==> src/rtl/layer_mem_arbiter.sv <==
// Two-requester round-robin arbiter with grant locking and a starvation guard,
// driving a layered memory through registered commands; reads return two cycles after grant.
module layer_mem_arbiter #(
   parameter int unsigned LOCK_MAX = 16
) (
   input  logic        clk,
   input  logic        reset,
   input  logic        r0_req,
   input  logic        r0_we,
   input  logic        r0_lock,
   input  logic [2:0]  r0_sel,
   input  logic [11:0] r0_addr,
   input  logic [19:0] r0_wdata,
   output logic        r0_gnt,
   output logic        r0_rvalid,
   output logic [19:0] r0_rdata,
   input  logic        r1_req,
   input  logic        r1_we,
   input  logic        r1_lock,
   input  logic [2:0]  r1_sel,
   input  logic [11:0] r1_addr,
   input  logic [19:0] r1_wdata,
   output logic        r1_gnt,
   output logic        r1_rvalid,
   output logic [19:0] r1_rdata,
   output logic [2:0]  csel,
   output logic        cwr,
   output logic [11:0] caddr_wr,
   output logic [19:0] cdata_wr,
   output logic        crd,
   output logic [11:0] caddr_rd,
   input  logic [19:0] cdata_rd,
   output logic        busy,
   output logic        err
);
   localparam int unsigned   CW         = $clog2(LOCK_MAX + 1);
   localparam logic [CW-1:0] LOCK_MAX_C = CW'(LOCK_MAX);
   localparam logic [2:0]    SEL_L0     = 3'b001;
   localparam logic [2:0]    SEL_L1     = 3'b011;

   typedef enum logic [1:0] {ARB, OWN0, OWN1} state_e;

   state_e        state_q, state_d;
   logic          last_grant_q, last_grant_d;
   logic [CW-1:0] lock_cnt_q, lock_cnt_d;
   logic          gnt0, gnt1, gnt_any;

   logic [2:0]    g_sel;
   logic          g_we, g_legal;
   logic [11:0]   g_addr;
   logic [19:0]   g_wdata;

   logic [2:0]    csel_q;
   logic          cwr_q, crd_q, err_q, rd_owner_q;
   logic [11:0]   caddr_wr_q, caddr_rd_q;
   logic [19:0]   cdata_wr_q;
   logic          r0_rvalid_q, r1_rvalid_q;
   logic [19:0]   r0_rdata_q, r1_rdata_q;

   always_comb begin
      // NOTE: every signal written here gets a default first, so no path can infer a latch.
      state_d      = state_q;
      last_grant_d = last_grant_q;
      lock_cnt_d   = lock_cnt_q;
      gnt0         = 1'b0;
      gnt1         = 1'b0;
      unique case (state_q)
         ARB: begin
            if (r0_req && (!r1_req || last_grant_q)) gnt0 = 1'b1;
            else if (r1_req)                         gnt1 = 1'b1;
         end
         OWN0: begin
            if (r0_req && !(lock_cnt_q == LOCK_MAX_C && r1_req)) begin
               gnt0 = 1'b1;
            end else begin
               state_d      = ARB;
               lock_cnt_d   = '0;
               last_grant_d = 1'b0;
            end
         end
         OWN1: begin
            if (r1_req && !(lock_cnt_q == LOCK_MAX_C && r0_req)) begin
               gnt1 = 1'b1;
            end else begin
               state_d      = ARB;
               lock_cnt_d   = '0;
               last_grant_d = 1'b1;
            end
         end
         default: state_d = ARB;
      endcase
      if (reset) begin
         gnt0 = 1'b0;
         gnt1 = 1'b0;
      end
      if (gnt0 || gnt1) begin
         last_grant_d = gnt1;
         if (gnt1 ? r1_lock : r0_lock) begin
            state_d    = gnt1 ? OWN1 : OWN0;
            lock_cnt_d = (lock_cnt_q == LOCK_MAX_C) ? lock_cnt_q : lock_cnt_q + CW'(1);
         end else begin
            state_d    = ARB;
            lock_cnt_d = '0;
         end
      end
   end

   assign gnt_any = gnt0 | gnt1;
   assign g_sel   = gnt1 ? r1_sel   : r0_sel;
   assign g_we    = gnt1 ? r1_we    : r0_we;
   assign g_addr  = gnt1 ? r1_addr  : r0_addr;
   assign g_wdata = gnt1 ? r1_wdata : r0_wdata;
   assign g_legal = (g_sel == SEL_L0) || (g_sel == SEL_L1);

   always_ff @(posedge clk) begin
      if (reset) begin
         // NOTE: the datapath registers are reset too, since their reset values are visible on ports.
         state_q      <= ARB;
         last_grant_q <= 1'b1;
         lock_cnt_q   <= '0;
         csel_q       <= '0;
         cwr_q        <= 1'b0;
         crd_q        <= 1'b0;
         err_q        <= 1'b0;
         rd_owner_q   <= 1'b0;
         caddr_wr_q   <= '0;
         caddr_rd_q   <= '0;
         cdata_wr_q   <= '0;
         r0_rvalid_q  <= 1'b0;
         r1_rvalid_q  <= 1'b0;
         r0_rdata_q   <= '0;
         r1_rdata_q   <= '0;
      end else begin
         state_q      <= state_d;
         last_grant_q <= last_grant_d;
         lock_cnt_q   <= lock_cnt_d;
         cwr_q        <= gnt_any && g_legal && g_we;
         crd_q        <= gnt_any && g_legal && !g_we;
         err_q        <= gnt_any && !g_legal;
         // An illegal select still consumes the grant but parks csel at zero.
         if (gnt_any) begin
            csel_q <= g_legal ? g_sel : 3'b000;
            if (g_legal && g_we) begin
               caddr_wr_q <= g_addr;
               cdata_wr_q <= g_wdata;
            end
            if (g_legal && !g_we) begin
               caddr_rd_q <= g_addr;
               rd_owner_q <= gnt1;
            end
         end
         r0_rvalid_q <= crd_q && !rd_owner_q;
         r1_rvalid_q <= crd_q && rd_owner_q;
         if (crd_q && !rd_owner_q) r0_rdata_q <= cdata_rd;
         if (crd_q && rd_owner_q)  r1_rdata_q <= cdata_rd;
      end
   end

   assign r0_gnt    = gnt0;
   assign r1_gnt    = gnt1;
   assign r0_rvalid = r0_rvalid_q;
   assign r1_rvalid = r1_rvalid_q;
   assign r0_rdata  = r0_rdata_q;
   assign r1_rdata  = r1_rdata_q;
   assign csel      = csel_q;
   assign cwr       = cwr_q;
   assign crd       = crd_q;
   assign caddr_wr  = caddr_wr_q;
   assign caddr_rd  = caddr_rd_q;
   assign cdata_wr  = cdata_wr_q;
   assign err       = err_q;
   assign busy      = cwr_q | crd_q | r0_rvalid_q | r1_rvalid_q;

endmodule

==> config.mk <==
export PLATFORM = sky130hd
export DESIGN_NAME = layer_mem_arbiter
export DESIGN_NICKNAME = d
export VERILOG_FILES = /design/src/rtl/layer_mem_arbiter.sv
export SDC_FILE = /design/constraint.sdc
export NUM_CORES = 1
export LEC_CHECK = 0
export BUFFER_PORTS_ARGS = -buffer_cell sky130_fd_sc_hd__buf_2
export CAP_MARGIN = 20
export CORE_UTILIZATION = 47
export CTS_CLUSTER_SIZE = 16
export DETAILED_ROUTE_END_ITERATION = 8
export MAX_ROUTING_LAYER = met4
export PLACE_DENSITY = 0.88
export SLEW_MARGIN = 20
export SYNTH_ARGS = -nofsm -noshare
export SYNTH_HDL_FRONTEND = slang
export SYNTH_SLANG_ARGS = --single-unit
==> constraint.sdc <==
create_clock -name clk -period 2.5 [get_ports clk]
set_input_delay 0.625 -clock clk [delete_from_list [all_inputs] [get_ports clk]]
set_output_delay 0.625 -clock clk [all_outputs]
set_load 0.02 [all_outputs]
==> flow_metrics.py <==
metrics = {
    "critical_path": {
        "rr_worst_depth": 8,
        "crit_required_ns": 1.88,
        "crit_arrival_ns": 1.73,
        "r2r_end": "lock_cnt_q[3]$_SDFFE_PP0P_",
        "rrSetupSlack_ns": 0.30,
        "crit_type": "flip-flop to output port",
        "worstSetupStartpointType": "flip-flop",
        "cp-end-kind": "output port",
        "critPathMaxFanout": 4,
        "r2r-start": "lock_cnt_q[0]$_SDFFE_PP0P_",
    },
    "global_route": {
        "first_global_vias": 3787,
        "grtUsageTotal_pct": 24.9,
        "grt_max_degree": 86,
        "grt_pass1_wl_um": 17300,
        "overflow": 0,
        "antenna_found_initial": 2,
    },
    "placement": {
        "placed_cell_area_mm2": 0.00519,
        "dp_hpwl_um": 8290,
        "place_congestion": 0.914,
        "io_buffers": 192,
        "dp_cells": 752,
    },
    "timing": {
        "final.setup.tns_ns": 0,
        "whs_ns": 0.457,
        "fmax_mhz": 425,
        "setup-violations-final": 0,
        "finalHoldViolCount": 0,
        "slew_viol_final": 0,
        "rsz0062_at_grt": "false",
        "worstMarginPinSlew_ns": 0.872,
        "max-slew-margin-rel_pct": 41.8,
        "fin_crit_sh_pct": 94.2,
        "skew_ns": 0.0116,
        "period_needed_ns": 2.36,
    },
    "yosys": {
        "synthCells": 482,
        "syn-cell-area_mm2": 0.00415,
        "ys_seq_area_share_pct": 48.7,
        "synth_flop_cell": "dfxtp_1",
        "syn-mean-instance-area_um2": 8.61,
        "synth-edff-count": 0,
        "yosys_warnings": 0,
        "synth_cell_types": 48,
        "synth_top_area_share_pct": 48.7,
        "syn_nets": 582,
        "async_flop_share_pct": 0,
        "synth_area_leaders": "dfxtp_1 49%, nand2_1 11%, a21oi_1 5.4%",
        "synth_top_cell_by_area": "dfxtp_1",
        "synth_seq_cells": 101,
    },
    "pwr": {
        "p_leak_nw": 2.40,
        "ir_drop_uv": 354,
        "powerDensity_mw_per_mm2": 565,
    },
    "detailed_routing": {
        "top_layer": "met4",
        "drt-met1-wl_um": 4560,
        "wl_met3_um": 850,
        "post_drt_via_cell_ratio": 5.36,
        "wire_per_inst_um": 14.5,
        "vias": 4131,
        "drc": 0,
        "wl_met2_um": 5540,
        "dr.first_iter.drc_count": 255,
        "antenna_left": 0,
        "wirelength_um": 11200,
        "first_pass_iters": 6,
    },
    "floorplanning": {
        "core_mm2": 0.00838,
        "die_area_mm2": 0.00920,
        "io_pins": 193,
        "fp-row-count": 33,
        "die_w_um": 95.9,
        "initial_core_util_pct": 49.5,
        "die_y_um": 95.9,
    },
    "clock_tree": {
        "clkLatencyLatePin_ns": 0.35,
        "numClockSinks": 101,
        "clk_pin_slew_ns": 0.09,
        "cts_tree": "yes",
        "cts_buffers": 9,
        "cts_buffer_depth": 2,
        "cts_hold_buf": 0,
        "cts_max_level": 3,
        "cts_setup_buffers": 1,
        "cts-root-buf": "clkbuf_8",
        "ctsResizeCount": 0,
    },
    "run_status": {
        "status": "complete, no violations",
    },
    "flow_run": {
        "drv_cap": 0,
    },
    "finish": {
        "syn_to_final_growth_pct": 30.0,
        "nNetsFinal": 759,
        "fin_area_mm2": 0.00539,
        "nFillCells": 689,
        "instances_no_fill": 771,
        "drive_gt1_share_pct": 35.5,
    },
    "worst_hold_path": {
        "hold_end": "r1_rdata[18]$_SDFFE_PP0P_",
        "min_path_cells": 2,
        "min-delay-path-class": "flip-flop to flip-flop",
        "hp-start": "r1_rdata[18]$_SDFFE_PP0P_",
    },
}
## cells in the mapped netlist, types with 2 or more instances
master    instances
inv_1             6
mux2i_1          12
o31ai_1           4
buf_4             5
a211oi_2          7
nor3_1            2
a21oi_1          45
nand3_1           3
nand2_1         127
a211oi_1         17
o311ai_0          2
buf_2             7
ha_1              2
o211ai_2          2
a31oi_1           2
nand3b_1          3
or4_1             4
dfxtp_1         101
o22ai_1           3
nor3b_2           2
and2_1            4
nor2_1           49
nor2b_1           4
clkbuf_1         15
buf_1             8
o32a_1            2
nand2b_1          4
a311oi_1         20
## stage by stage
step | util, % | setup WS (ns) | power (mW)
after floorplan | - | 0.280 | 1.93
after global placement | 61.9 | 0.276 | 2.08
after detailed placement | 61.9 | 0.181 | 2.10
after CTS | 64.3 | 0.118 | 3.08
after global routing | 64.3 | 0.000689 | 3.19
final | 64.3 | 0.145 | 3.05
## critical path, cell delays in order, from the launching register on
cell and delay [ns]:
dfxtp_1 0.33, inv_1 0.11, ha_1 0.22, nand4bb_4 0.17, o211ai_2 0.27, inv_1 0.12
buf_2 0.18
## flip-flops by register name, indices dropped and copies added (netlist names)
name          flops
caddr_wr         12
lock_cnt_q        5
err               1
state_q           2
caddr_rd         12
rd_owner_q        1
r1_rdata         20
r0_rvalid         1
last_grant_q      1
cwr               1
r1_rvalid         1
crd               1
cdata_wr         20
csel              3
r0_rdata         20
## worst max path at each step
stage	from	end	slack, ns	cells after the start
floorplan	reset	r1_gnt	0.28	6
global placement	r0_req	lock_cnt_q[4]$_SDFFE_PP0P_	0.28	6
detailed placement	reset	cdata_wr[1]$_SDFFE_PP0P_	0.18	7
CTS	lock_cnt_q[0]$_SDFFE_PP0P_	r0_gnt	0.12	6
global route	lock_cnt_q[0]$_SDFFE_PP0P_	r0_gnt	0.0007	6
finish	lock_cnt_q[0]$_SDFFE_PP0P_	r0_gnt	0.14	6
## per-layer routing
layer / vias up / track usage, %
met5: - / -
met4: 0 / 11.2
met3: 18 / 4.98
met2: 203 / 42.2
met1: 1876 / 28.5
li1: 2034 / -
## kinds of logic after synthesis
family,after synthesis,share of synthesized area [%]
buf+inv,43,4.74
flops,101,48.7
compound gates,113,20.5
mux,12,2.90
simple gates,211,22.5
fa+ha+maj,2,0.603
## placed cells by master, fill, tap and decap left out, types with 3 or more instances in the layout
| cell | count |
|---|---|
| nand3b_1 | 3 |
| nor2_1 | 49 |
| nand3_1 | 3 |
| a21oi_1 | 45 |
| mux2i_1 | 12 |
| nand2_1 | 127 |
| nand2b_1 | 4 |
| or4_1 | 4 |
| and2_1 | 4 |
| a311oi_1 | 20 |
| a211oi_1 | 17 |
| buf_2 | 191 |
| o31ai_1 | 4 |
| buf_4 | 9 |
| clkinv_4 | 4 |
| a211oi_2 | 7 |
| inv_1 | 6 |
| nor2b_1 | 4 |
| clkbuf_8 | 10 |
| dfxtp_1 | 101 |
## report_power, final
| part | switching [mW] | internal, mW | leakage, nW |
|---|---|---|---|
| sequential | 0.0237 | 1.65 | 0.817 |
| combinational | 0.233 | 0.158 | 1.48 |
| clock | 0.579 | 0.408 | 0.0990 |
## area by class of cell
cell class	instances	area, µm²	share of cell area [%]
diodes	2	5.00	0.0928
repair buffers	202	1060	19.7
multi-input cells	338	1950	36.2
well taps	105	131	2.44
inverters	7	26.3	0.487
clock inverters	6	55.1	1.02
flip-flops and latches	101	2020	37.5
clock buffers	10	138	2.55
No activity file was read; power rests on OpenSTA's default activity.
